===== config.mk =====
export PLATFORM = sky130hd
export DESIGN_NAME = vx_commit_arbiter
export DESIGN_NICKNAME = d
export VERILOG_FILES = /design/src/rtl/vx_commit_arbiter_pkg.sv /design/src/rtl/vx_commit_arbiter_rr_lock.sv /design/src/rtl/vx_commit_arbiter.sv
export SDC_FILE = /design/constraint.sdc
export NUM_CORES = 1
export LEC_CHECK = 0
export ABC_AREA = 1
export BUFFER_PORTS_ARGS = -buffer_cell sky130_fd_sc_hd__buf_2
export CAP_MARGIN = 5
export CORE_AREA = 2 2 131 133
export DETAILED_ROUTE_END_ITERATION = 10
export DIE_AREA = 0 0 133 135
export GPL_TIMING_DRIVEN = 0
export HOLD_SLACK_MARGIN = 0.02
export PLACE_DENSITY_LB_ADDON = 0.05
export SYNTH_ARGS = -nofsm -noshare
export SYNTH_HDL_FRONTEND = slang
export SYNTH_SLANG_ARGS = --single-unit

===== constraint.sdc =====
create_clock -name clk -period 3.09 [get_ports clk]
set_clock_uncertainty 0.05 [all_clocks]
set_input_delay 0.1545 -clock clk [delete_from_list [all_inputs] [get_ports clk]]
set_output_delay 0.1545 -clock clk [all_outputs]
set_load 0.05 [all_outputs]

===== src/rtl/vx_commit_arbiter_pkg.sv =====
// Shared definitions for the commit arbiter slice.
//   EOP_BIT / SOP_BIT : bit offsets of the packet markers inside a commit payload.
//   lock_state_t      : states of the packet-lock FSM.
//   log2up()          : index width for a source count, at least 1 bit.
package vx_commit_arbiter_pkg;

  localparam int EOP_BIT = 0;
  localparam int SOP_BIT = 1;

  typedef enum logic {
    ST_IDLE   = 1'b0,
    ST_LOCKED = 1'b1
  } lock_state_t;

  function automatic int log2up(input int n);
    return (n > 1) ? $clog2(n) : 1;
  endfunction

endpackage


===== src/rtl/vx_commit_arbiter_rr_lock.sv =====
// Round-robin arbiter with an external grant lock.
//   clk, reset   : clock, asynchronous active-low reset
//   valid        : per-source request vector
//   lock         : when set, lock_idx is granted unconditionally
//   lock_idx     : source holding the lock
//   update       : a grant has completed; its index becomes the new last_grant
//   grant_onehot : one-hot grant (all zero when there is no grant)
//   grant_idx    : binary grant index (0 when there is no grant)
//   has_grant    : a grant exists this cycle
module vx_commit_arbiter_rr_lock
  import vx_commit_arbiter_pkg::*;
#(
  parameter int NUM_REQS = 4,
  parameter int REQ_W    = log2up(NUM_REQS)
) (
  input  logic                clk,
  input  logic                reset,
  input  logic [NUM_REQS-1:0] valid,
  input  logic                lock,
  input  logic [REQ_W-1:0]    lock_idx,
  input  logic                update,
  output logic [NUM_REQS-1:0] grant_onehot,
  output logic [REQ_W-1:0]    grant_idx,
  output logic                has_grant
);

  logic [REQ_W-1:0] last_grant;
  logic [REQ_W-1:0] cand;

  // Scan offsets from farthest to nearest so the nearest valid source after
  // last_grant is the final (winning) assignment.
  always_comb begin
    // NOTE: every output gets a default first so no path can infer a latch.
    grant_idx    = '0;
    has_grant    = 1'b0;
    grant_onehot = '0;
    cand         = '0;
    if (lock) begin
      grant_idx = lock_idx;
      has_grant = 1'b1;
    end else begin
      for (int off = NUM_REQS; off >= 1; off--) begin
        cand = REQ_W'((int'(last_grant) + off) % NUM_REQS);
        if (valid[cand]) begin
          grant_idx = cand;
          has_grant = 1'b1;
        end
      end
    end
    if (has_grant) grant_onehot[grant_idx] = 1'b1;
  end

  // Starting at NUM_REQS-1 gives source 0 first priority out of reset.
  always_ff @(posedge clk or negedge reset) begin
    if (!reset) begin
      last_grant <= REQ_W'(NUM_REQS - 1);
    end else if (update) begin
      last_grant <= grant_idx;
    end
  end

endmodule


===== src/rtl/vx_commit_arbiter.sv =====
// Commit arbiter: shares one registered commit slot among NUM_REQS sources.
// Round-robin between packets; with LOCK_EN a multi-beat packet (sop..eop)
// keeps the grant until its eop beat transfers.
//   clk, reset : clock, asynchronous active-low reset
//   req_valid  : per-source beat valid
//   req_data   : per-source payload, source i at [i*DATAW +: DATAW]
//   req_ready  : per-source accept
//   out_valid  : registered output valid
//   out_data   : registered payload (bit 1 = sop, bit 0 = eop)
//   out_sel    : source index of the beat held in out_data
//   out_ready  : downstream accept
//   locked     : a multi-beat packet is in progress
module vx_commit_arbiter
  import vx_commit_arbiter_pkg::*;
#(
  parameter  int NUM_REQS = 4,
  parameter  int DATAW    = 64,
  parameter  int LOCK_EN  = 1,
  localparam int REQ_W    = log2up(NUM_REQS)
) (
  input  logic                      clk,
  input  logic                      reset,
  input  logic [NUM_REQS-1:0]       req_valid,
  input  logic [NUM_REQS*DATAW-1:0] req_data,
  output logic [NUM_REQS-1:0]       req_ready,
  output logic                      out_valid,
  output logic [DATAW-1:0]          out_data,
  output logic [REQ_W-1:0]          out_sel,
  input  logic                      out_ready,
  output logic                      locked
);

  lock_state_t         state_q, state_d;
  logic [REQ_W-1:0]    lock_idx_q;
  logic [NUM_REQS-1:0] grant_onehot;
  logic [REQ_W-1:0]    grant_idx;
  logic                has_grant;
  logic                stage_ready;
  logic                fire;
  logic                eop;
  logic [DATAW-1:0]    grant_data;

  vx_commit_arbiter_rr_lock #(
    .NUM_REQS (NUM_REQS),
    .REQ_W    (REQ_W)
  ) u_arb (
    .clk          (clk),
    .reset        (reset),
    .valid        (req_valid),
    .lock         (locked),
    .lock_idx     (lock_idx_q),
    .update       (fire && (eop || LOCK_EN == 0)),
    .grant_onehot (grant_onehot),
    .grant_idx    (grant_idx),
    .has_grant    (has_grant)
  );

  // Single-entry pipeline register: it can take a new beat whenever it is
  // empty or being drained in the same cycle, so there is no bubble.
  assign stage_ready = !out_valid || out_ready;
  assign req_ready   = (stage_ready && has_grant) ? grant_onehot : '0;
  assign grant_data  = req_data[int'(grant_idx) * DATAW +: DATAW];
  assign fire        = has_grant && stage_ready && req_valid[grant_idx];
  assign eop         = grant_data[EOP_BIT];
  assign locked      = (state_q == ST_LOCKED);

  always_comb begin
    state_d = state_q;
    case (state_q)
      ST_IDLE:   if (fire && !eop && LOCK_EN != 0) state_d = ST_LOCKED;
      ST_LOCKED: if (fire && eop) state_d = ST_IDLE;
      default:   state_d = ST_IDLE;
    endcase
  end

  always_ff @(posedge clk or negedge reset) begin
    if (!reset) begin
      state_q    <= ST_IDLE;
      lock_idx_q <= '0;
    end else begin
      state_q <= state_d;
      if (state_q == ST_IDLE && state_d == ST_LOCKED) lock_idx_q <= grant_idx;
    end
  end

  always_ff @(posedge clk or negedge reset) begin
    if (!reset) begin
      // NOTE: payload is reset too so a dropped beat never reappears as stale data.
      out_valid <= 1'b0;
      out_data  <= '0;
      out_sel   <= '0;
    end else if (fire) begin
      out_valid <= 1'b1;
      out_data  <= grant_data;
      out_sel   <= grant_idx;
    end else if (out_ready) begin
      out_valid <= 1'b0;
    end
  end

  // Packet framing checks; they observe only and never alter behaviour.
  sop_on_first_beat: assert property (@(posedge clk) disable iff (!reset)
    (LOCK_EN != 0 && fire && state_q == ST_IDLE) |-> grant_data[SOP_BIT]);
  no_sop_mid_packet: assert property (@(posedge clk) disable iff (!reset)
    (fire && state_q == ST_LOCKED) |-> !grant_data[SOP_BIT]);

endmodule

==> results of run 1 <==
==> repair_timing <==
action	4_1_cts	5_1_grt
buffers inserted	0	0
hold buffers	2	0
gates cloned	0	0
setup endpoints to repair	2	4
gates resized for setup	1	6
hold endpoints to repair	72	0
pin swaps	0	0
==> sequential cells by signal, indices dropped and copies added (netlist names) <==
name / cells
lock_idx_q: 2
locked: 1
out_data: 64
out_sel: 2
out_valid: 1
u_arb.last_grant: 2
==> layer usage <==
| metal | share of wire [%] | GRT usage (%) |
|---|---|---|
| met2 | 50 | 41.4 |
| met3 | 7.6 | 5.26 |
| met1 | 41 | 28.4 |
| met4 | 2.2 | 8.30 |
| met5 | 0 | 0 |
==> metrics by stage <==
| stage | setup WS, ns | cell area, um^2 | instances | hold WS [ns] |
|---|---|---|---|---|
| 6_report | 0.211 | 7110 | 1311 | 0.130 |
| 5_1_grt | 0.0171 | 7110 | 1311 | 0.138 |
| 4_1_cts | 0.0488 | 7090 | 1311 | 0.115 |
| 3_5_place_dp | 0.351 | 6770 | 1293 | 0.0222 |
| 3_3_place_gp | 0.346 | 6740 | 1292 | 0.289 |
| 2_1_floorplan | 0.349 | 4790 | 738 | -0.191 |
==> cells in the final DEF (no fill, tap or decap), types with 3 or more instances in the layout <==
cell       instances
a21oi_1            3
buf_2            350
buf_4              4
buf_6              5
clkbuf_1          28
clkbuf_16          9
clkbuf_4           5
dfrtp_1           70
inv_1             10
inv_2              5
nand2_1          235
nand2_2            3
nand3_1           11
nor2_1           134
o21ai_0          117
o21ai_1           16
o22ai_1           63
==> cell families after synthesis <==
| kind of cell | share of synthesized area, % |
|---|---|
| AO/OA/AOI/OAI | 23.0 |
| flip-flops | 37.6 |
| buffers and inverters | 7.20 |
| AND/OR/NAND/NOR | 32.2 |
==> cell type report <==
cell class,instances,share of cell area [%]
multi-input cells,593,37.2
flip-flops and latches,72,25.4
repair buffers,337,24.3
plain buffers,58,4.26
well taps,220,3.87
clock buffers,13,3.66
inverters,15,0.792
clock inverters,3,0.563
==> worst max-delay path: stages, from the launching register on <==
cell,delay [ns]
dfstp_2,0.57
buf_6,0.14
nand2_1,0.06
o21ai_2,0.08
nand2_1,0.09
nand2_1,0.08
nand2_2,0.06
nand3_2,0.08
nand3_4,0.12
nand2_4,0.13
clkbuf_4,0.24
clkbuf_4,0.23
nand2_1,0.08
nor2_1,0.09
buf_2,0.27
==> worst min path at each step <==
stage	from	to	slack, ns	cells past startpoint
after floorplan	reset	lock_idx_q[0]$_DFFE_PN0P_	-0.19	0
after global placement	out_ready	out_valid$_DFFE_PN0P_	0.29	2
after detailed placement	reset	out_valid$_DFFE_PN0P_	0.02	1
after CTS	req_data[109]	out_data[45]$_DFFE_PN0P_	0.12	5
after global routing	req_data[109]	out_data[45]$_DFFE_PN0P_	0.14	5
final	req_data[69]	out_data[5]$_DFFE_PN0P_	0.13	5
==> impl_results.md, run 1 <==
* Filler cells at 1813
* Vias post-DR at 6262
* RSZ-0062 raised after global routing: no
* Netlist Area Pre-Place at 0.00479 mm^2
* Fin. Hold Viols at 0
* Max frequency at 0.347 GHz
* Routability Congestion at 0.845
* CP endpoint: req_ready[2]
* Outcome: finished, final reports clean
* Synth cell types at 27
* Skew-Pair Late Insertion Delay at 0.34 ns
* Multi-input gate area at 0.00265 mm^2
* Reg2Reg Depth at 14
* Worst min path class: primary input to flop
* Reg2reg setup slack at 0.34 ns
* Die Wd at 133 um
* Post-route minimum period at 2.88 ns
* Drt wl/cell at 16.5 um
* CTS Buffer Depth at 2
* Ys async rst share at 100%
* FF/Latch Area at 0.00180 mm^2
* Vias in the first global route at 6138
* IO Pins at 335
* Post-route ant nets at 0
* Final Core Density at 43.3%
* Yosys warnings at 0
* Crit end category: output port
* CTS clk-pin slew, worst paths at 0.06 ns
* Initial antenna violation count at 0
* Drc violations at 0
* # diodes at 0
* Initial Util at 29.2%
* CORE AREA at 0.0164 mm^2
* Register area share after synthesis at 37.6%
* Max-cap violations at 0
* Top-area cell type share of the netlist area at 36.5%
* Nets at 1349
* Area grow syn2layout at 48.3%
* Number of synthesized flops with an enable pin at 0
* Primary FF master, synth: dfrtp_1
* DRT iter0 DRCs at 295
* Most common cell in the synthesized netlist: nand2_1
* R2r startpoint: u_arb.last_grant[0]$_DFFE_PN1P_
* Tcrit/Tclk final at 93.2%
* Via/cell ratio at 4.78
* CTS buffer count at 9
* Leading area contributor after synthesis: dfrtp_1
* DIE HEIGHT at 135 um
* Pins Over Slew Limit at 0
* Worst Setup SP: u_arb.last_grant[0]$_DFFE_PN1P_
* Data arrival time of the worst path at 2.67 ns
* Crit path kind: flop to output port
* Most frequent cells after synthesis: nand2_1 (235), nor2_1 (134), o21ai_0 (117), dfrtp_1 (70), o22ai_1 (63)
* Max transition margin at 65.8%
* Setup_tns at 0 ns
* PortBufs at 334
* Post-synthesis register bit count at 72
* H-tree depth at 3
* Area contributors post-synth: dfrtp_1 (37%), nand2_1 (18%), o21ai_0 (12%), nor2_1 (10%), o22ai_1 (8.2%)
* Worst R2R End: out_data[51]$_DFFE_PN0P_
* Post-Syn Nets at 1001
* DR pass1 iterations at 5
* CP Launch Type: flop
* Final setup violation count at 0
* DIE AREA at 0.0180 mm^2
* Grt total ovfl at 0
* GRT Overall Usage at 23.6%
* Mapped Cells at 738
* Row cnt at 47
* Final WL at 21600 um
* Clk root buf: clkbuf_16
* CTS sink cnt at 72
* CTS tree: built
* First-pass GRT wire length at 32800 um
* Worst EP required at 2.89 ns
* Largest net degree at the start of global routing at 53
* Syn avg cell area at 6.50 um^2
* CP max FO at 10
* Share of cells above drive strength 1 at 36.5%
* Worst slew pin tran at 0.513 ns
* HPWL Detailed at 16800 um
Power of run 1 is not shown: default switching activity piles up to over one toggle a cycle in this logic, so the estimate is an artifact.
==> inputs of run 2 (changes only) <==
--- a/config.mk
+++ b/config.mk
@@ -5,15 +5,14 @@
 export SDC_FILE = /design/constraint.sdc
 export NUM_CORES = 1
 export LEC_CHECK = 0
-export ABC_AREA = 1
 export BUFFER_PORTS_ARGS = -buffer_cell sky130_fd_sc_hd__buf_2
 export CAP_MARGIN = 5
-export CORE_AREA = 2 2 131 133
+export CORE_AREA = 2 2 132 134
 export DETAILED_ROUTE_END_ITERATION = 10
-export DIE_AREA = 0 0 133 135
-export GPL_TIMING_DRIVEN = 0
+export DIE_AREA = 0 0 134 136
 export HOLD_SLACK_MARGIN = 0.02
 export PLACE_DENSITY_LB_ADDON = 0.05
 export SYNTH_ARGS = -nofsm -noshare
 export SYNTH_HDL_FRONTEND = slang
+export SYNTH_HIERARCHICAL = 1
 export SYNTH_SLANG_ARGS = --single-unit
==> run 2 against run 1 <==
Compared with the run above:
- wire length is 33% lower
- area after synthesis shrank 7.0%
- core utilization fell by 3.1 points
- non-clock buffer count down 50
- worst setup slack got worse by 0.046 ns
- global-route usage shrank 7.6 points
- via count fell by 38%
- die area up 1.5%
- worst hold slack better by 0.047 ns
- maximum frequency is 1.6% lower
- largest cell class unchanged
- register-to-register slack worse by 0.14 ns
- sequential share of layout area grew 1.2 points
==> impl_results.md, run 2 <==
* Placement Cell Area at 0.00643 mm^2
* CTS clk-pin slew, worst paths at 0.06 ns
* DRT iter0 DRCs at 105
* Most frequent cells after synthesis: dfrtp_1 (70), mux2_2 (65), mux4_2 (65), buf_2 (7), buf_4 (7)
* Vias in the first global route at 4185
* Hold Path Stages at 3
* Data arrival time of the worst path at 2.72 ns
* Drt wl/cell at 17.4 um
* Logic gate share of total power at 67.4%
* Setup WS post-layout at 0.165 ns
* GRT Overall Usage at 15.9%
* Synth cell types at 35
* Most common cell in the synthesized netlist: dfrtp_1
* CORE AREA at 0.0169 mm^2
* Leading area contributor after synthesis: dfrtp_1
* Worst EP required at 2.89 ns
* Most common cell after layout, fill and taps aside: buf_2
* Post-route minimum period at 2.92 ns
* Reg2Reg Depth at 8
* Finished Cell Area at 0.00679 mm^2
* Non-filler cells, final at 835
* Crit path kind: flop to output port
* Primary FF master, synth: dfrtp_1
* Drc violations at 0
* Outcome: finished, final reports clean
* DIE HEIGHT at 136 um
* Max frequency at 0.342 GHz
* IO Pins at 335
* Setup_tns at 0 ns
* Syn avg cell area at 16.4 um^2
* Pins Over Slew Limit at 0
* Biggest register: out_data
* First-pass GRT wire length at 21900 um
* Total power draw at 8.90 mW
* Row cnt at 48
* Switch share at 46.0%
* Initial antenna violation count at 0
* CP Launch Type: flop
* CP max FO at 30
* # diodes at 0
* Max transition margin at 35.5%
* Netlist Area Pre-Place at 0.00446 mm^2
* Grt total ovfl at 0
* Die Wd at 134 um
* CTS Buffer Depth at 2
* Skew-Pair Late Insertion Delay at 0.34 ns
* Met3 usage at 4.51%
* Clk root buf: clkbuf_16
* Initial Util at 26.4%
* Vias post-DR at 3881
* Clock Power Share at 13.4%
* Tcrit/Tclk final at 94.6%
* Most frequent cells in the layout: buf_2 (333), dfrtp_1 (70), mux4_2 (65), mux2_2 (65), clkbuf_16 (9)
* Switching Power at 4.09 mW
* Worst min path class: primary input to flop
* Sequential share of power at 19.2%
* Worst slew pin tran at 0.968 ns
* Top-area cell type share of the netlist area at 39.3%
* Fin. Hold Viols at 0
* Number of synthesized flops with an enable pin at 0
* Pwr Density at 1310 mW/mm^2
* Setup WS pre-CTS at 0.0815 ns
* HPWL Detailed at 11800 um
* Final WL at 14500 um
* Final setup violation count at 0
* CTS sink cnt at 72
* CTS tree: built
* Routability Congestion at 0.750
* Max-cap violations at 0
* Final Core Density at 40.3%
* Nets at 869
* Largest net degree at the start of global routing at 73
* Post-route ant nets at 0
* Post-Syn Nets at 535
* DR pass1 iterations at 4
* WHS at 0.177 ns
* LEAKAGE at 3.23 nW
* Mapped Cells at 272
* Register area share after synthesis at 40.5%
* Area grow syn2layout at 52.4%
* CTS buffer count at 9
* Setup bufs post-CTS at 0
* Post-synthesis register bit count at 72
* Busiest grt layer: met2
* Pint at 4.81 mW
* Met2 usage at 27.8%
* H-tree depth at 3
* Ys async rst share at 100%
* Crit end category: output port
* DIE AREA at 0.0182 mm^2
* Peak VDD IR at 0.535 mV
* Max reg flops at 64
* Yosys warnings at 6
* Via/cell ratio at 4.65
* Met1 Use GR at 18.1%
* PortBufs at 334
* Placed cells at 819
* Reg2reg setup slack at 0.20 ns
* Share of cells above drive strength 1 at 82.1%
* Area contributors post-synth: dfrtp_1 (39%), mux4_2 (33%), mux2_2 (16%), buf_4 (1.2%), dfstp_2 (1.2%)
==> run 2: changes by cell type after synthesis, sizes merged, moves of 21 or more <==
| cell | change |
|---|---|
| nand2 | -234 |
| nor2 | -132 |
| o21ai | -131 |
| mux2 | +67 |
| mux4 | +65 |
| o22ai | -63 |
| clkbuf | -21 |
==> run 2: kinds of logic after synthesis <==
kind of cell / count (synthesis) / synth area share [%]
AO/OA/AOI/OAI: 12 / 1.94
buffers and inverters: 26 / 3.31
flip-flops: 72 / 40.5
multiplexers: 133 / 50.1
AND/OR/NAND/NOR: 29 / 4.15
==> run 2: worst paths after layout <==
| path | from | endpoint |
|---|---|---|
| worst max-delay path | u_arb/last_grant[0]$_DFFE_PN1P_ | req_ready[3] |
| worst min-delay path | req_valid[1] | out_sel[0]$_DFFE_PN0P_ |
| max in group asynchronous | reset | out_data[34]$_DFFE_PN0P_ |
| worst min register to register | out_sel[0]$_DFFE_PN0P_ | out_sel[0]$_DFFE_PN0P_ |
| min in group asynchronous | reset | out_data[55]$_DFFE_PN0P_ |
| worst max register to register | u_arb/last_grant[1]$_DFFE_PN1P_ | out_data[26]$_DFFE_PN0P_ |
==> run 2: per-layer routing <==
metal	routed length, um	part of all wire, %	vias up
li1	-	-	1771
met1	5370	37	1907
met2	7580	52	183
met3	1150	8.0	20
met4	380	2.6	0
met5	0	0	-
==> run 2: critical path, cell delays in order, from the launching register on <==
cell and delay [ns]:
dfstp_2 0.57, nand2b_1 0.13, a21oi_1 0.07, a2111oi_1 0.40, o31ai_2 0.17, inv_2 0.09
buf_4 0.14, buf_8 0.24, and2_2 0.18, and3_1 0.14, buf_2 0.25
==> run 2: power groups by stage <==
stage | combinational [mW] | clock (mW) | sequential (mW)
finish | 5.99 | 1.19 | 1.71
global route | 6.39 | 1.28 | 1.78
CTS | 6.13 | 1.23 | 1.71
detailed placement | 6.12 | 0 | 1.72
global placement | 6.08 | 0 | 1.72
floorplan | 3.06 | 0 | 3.34
==> run 2: cell type report <==
class	count	area, um^2
Timing Repair Buffer	345	1830
Clock buffer	9	225
Tap cell	225	282
Clock inverter	6	109
Inverter	4	15.0
Sequential cell	72	1800
Fill cell	1659	10100
Multi-Input combinational cell	174	2530
==> run 2: timing repair <==
action	CTS	global route
gates cloned	0	0
hold endpoints to repair	70	0
resized for setup	1	3
endpoints found under the setup margin	1	34
hold buffers	1	0
(Power assumes the default switching activity.)
==> inputs of run 3 (changes only) <==
==> constraint.sdc (replaced) <==
create_clock -name clk -period 3.09 [get_ports clk]
set_clock_uncertainty 0.05 [all_clocks]
set_input_delay 0.1545 -clock clk [delete_from_list [all_inputs] [get_ports clk]]
set_output_delay 0.1545 -clock clk [all_outputs]
set_load 0.01 [all_outputs]
==> run 3 against run 2 <==
Compared with the run above:
- combinational power decreased by 26%
- register-to-register slack about the same
- design area decreased by 0.61%
- worst hold slack got worse by 0.0015 ns
- core utilization decreased by 0.24 points
- via count decreased by 0.67%
- maximum frequency increased by 1.4%
- critical path type is now flop to flop
==> impl_results.md, run 3 (synthesis results as in run 2) <==
* Outcome: finished, final reports clean
* Setup WS post-layout at 0.207 ns
* Switch share at 35.4%
* HPWL Detailed at 11900 um
* Vias in the first global route at 4227
* First-pass GRT wire length at 22200 um
* Fin. Hold Viols at 0
* PortBufs at 334
* Logic gate share of total power at 61.7%
* DR pass1 iterations at 4
* Reg2reg setup slack at 0.21 ns
* CP endpoint: out_data[22]$_DFFE_PN0P_
* Switching Power at 2.56 mW
* Setup_tns at 0 ns
* Sequential share of power at 23.7%
* Most frequent cells in the layout: buf_2 (333), dfrtp_1 (70), mux4_2 (65), mux2_2 (65), clkbuf_16 (9)
* Max-cap violations at 0
* Largest net degree at the start of global routing at 73
* H-tree depth at 3
* Vias post-DR at 3855
* LEAKAGE at 3.21 nW
* CTS tree: built
* # diodes at 0
* Drt wl/cell at 17.3 um
* IO Pins at 335
* Setup WS pre-CTS at 0.0889 ns
* Final Core Density at 40.0%
* Hold Path Origin: req_valid[1]
* Final WL at 14500 um
* Area grow syn2layout at 51.4%
* CTS Buffer Depth at 2
* Peak VDD IR at 0.578 mV
* CP max FO at 33
* Pint at 4.67 mW
* Routability Congestion at 0.728
* Reg2Reg Depth at 8
* CTS clk-pin slew, worst paths at 0.05 ns
* Worst EP required at 3.26 ns
* Max transition margin at 35.7%
* DIE HEIGHT at 136 um
* Crit end category: flop
* DIE AREA at 0.0182 mm^2
* Max frequency at 0.347 GHz
* Pins Over Slew Limit at 0
* Initial Util at 26.4%
* Post-route minimum period at 2.88 ns
* Max reg flops at 64
* Drc violations at 0
* Data arrival time of the worst path at 3.05 ns
* DRT iter0 DRCs at 121
* GRT Overall Usage at 16.2%
* Skew-Pair Late Insertion Delay at 0.34 ns
* Worst slew pin tran at 0.964 ns
* Crit path kind: flop to flop
* Grt total ovfl at 0
* Die Wd at 134 um
* CTS buffer count at 9
* Row cnt at 48
* Share of cells above drive strength 1 at 81.8%
* Most common cell after layout, fill and taps aside: buf_2
* Biggest register: out_data
* Via/cell ratio at 4.61
* Post-route ant nets at 0
* Initial antenna violation count at 0
* Tcrit/Tclk final at 93.3%
* WHS at 0.176 ns
* CTS sink cnt at 72
* Worst Setup SP: u_arb/last_grant[1]$_DFFE_PN1P_
* Clock Power Share at 14.6%
* Filler cells at 1663
* Setup bufs post-CTS at 0
* Worst R2R End: out_data[22]$_DFFE_PN0P_
* Nets at 869
* RSZ-0062 raised after global routing: no
* Total power draw at 7.23 mW
* Clk root buf: clkbuf_16
* Worst min path class: primary input to flop
* Final setup violation count at 0
* R2r startpoint: u_arb/last_grant[1]$_DFFE_PN1P_
* CORE AREA at 0.0169 mm^2
* Pwr Density at 1070 mW/mm^2
* CP Launch Type: flop
## run 3: changes by cell type in the layout (fill, tap and decap cells not counted)
| cell | change |
|---|---|
| bufinv_16 | -2 |
| clkbuf_1 | +2 |
| clkbuf_8 | +2 |
| buf_4 | +1 |
| buf_8 | -1 |
| clkinv_4 | -1 |
## run 3: area by class of cell
type | count | area, um^2 | area share (%)
clock inverter | 3 | 40.0 | 0.593
timing repair buffer | 345 | 1820 | 27.0
sequential | 72 | 1800 | 26.7
clock buffer | 13 | 260 | 3.85
multi-input combinational | 174 | 2530 | 37.5
tap | 225 | 282 | 4.17
inverter | 4 | 15.0 | 0.222
## run 3: how the worst min path moves through the flow
stage                                end  slack, ns  cells past startpoint
6_report          out_sel[0]$_DFFE_PN0P_       0.18                      3
4_1_cts           out_sel[0]$_DFFE_PN0P_       0.16                      3
3_3_place_gp    out_data[55]$_DFFE_PN0P_       0.32                      1
5_1_grt           out_sel[0]$_DFFE_PN0P_       0.18                      3
2_1_floorplan  lock_idx_q[0]$_DFFE_PN0P_      -0.19                      0
3_5_place_dp    out_data[55]$_DFFE_PN0P_       0.33                      1
## run 3: metrics by stage
step	cell area, um^2	cells
after global routing	6750	836
final	6750	836
after CTS	6750	836
after floorplan	4460	272
after detailed placement	6430	819
after global placement	6430	819
## run 3: power by group through the flow
stage | registers (mW) | logic (mW) | clock network [mW]
after CTS | 1.72 | 4.61 | 1.10
after floorplan | 1.94 | 2.97 | 0
after global routing | 1.79 | 4.88 | 1.15
final | 1.71 | 4.46 | 1.06
after detailed placement | 1.73 | 4.60 | 0
after global placement | 1.72 | 4.57 | 0
## run 3: routing by layer
metal | up-vias | global-route usage, % | part of all wire [%]
met5 | - | 0 | 0
met4 | 0 | 5.79 | 1.6
met3 | 15 | 5.11 | 8.7
met2 | 182 | 28.5 | 52
met1 | 1883 | 18.6 | 37
li1 | 1775 | - | -
## run 3: what timing repair did
item,in CTS,in global routing
hold buffers,1,0
endpoints found under the setup margin,0,32
resized for setup,0,2
hold endpoints to repair,70,0
## run 3: critical path: stages (launching register included)
cell and delay (ns):
dfstp_2 0.59, and2b_1 0.22, nor4b_2 0.26, o21ai_0 0.18
nand3_4 0.16, mux4_2 0.55, nand3_4 0.16, buf_12 0.23
mux2_2 0.36
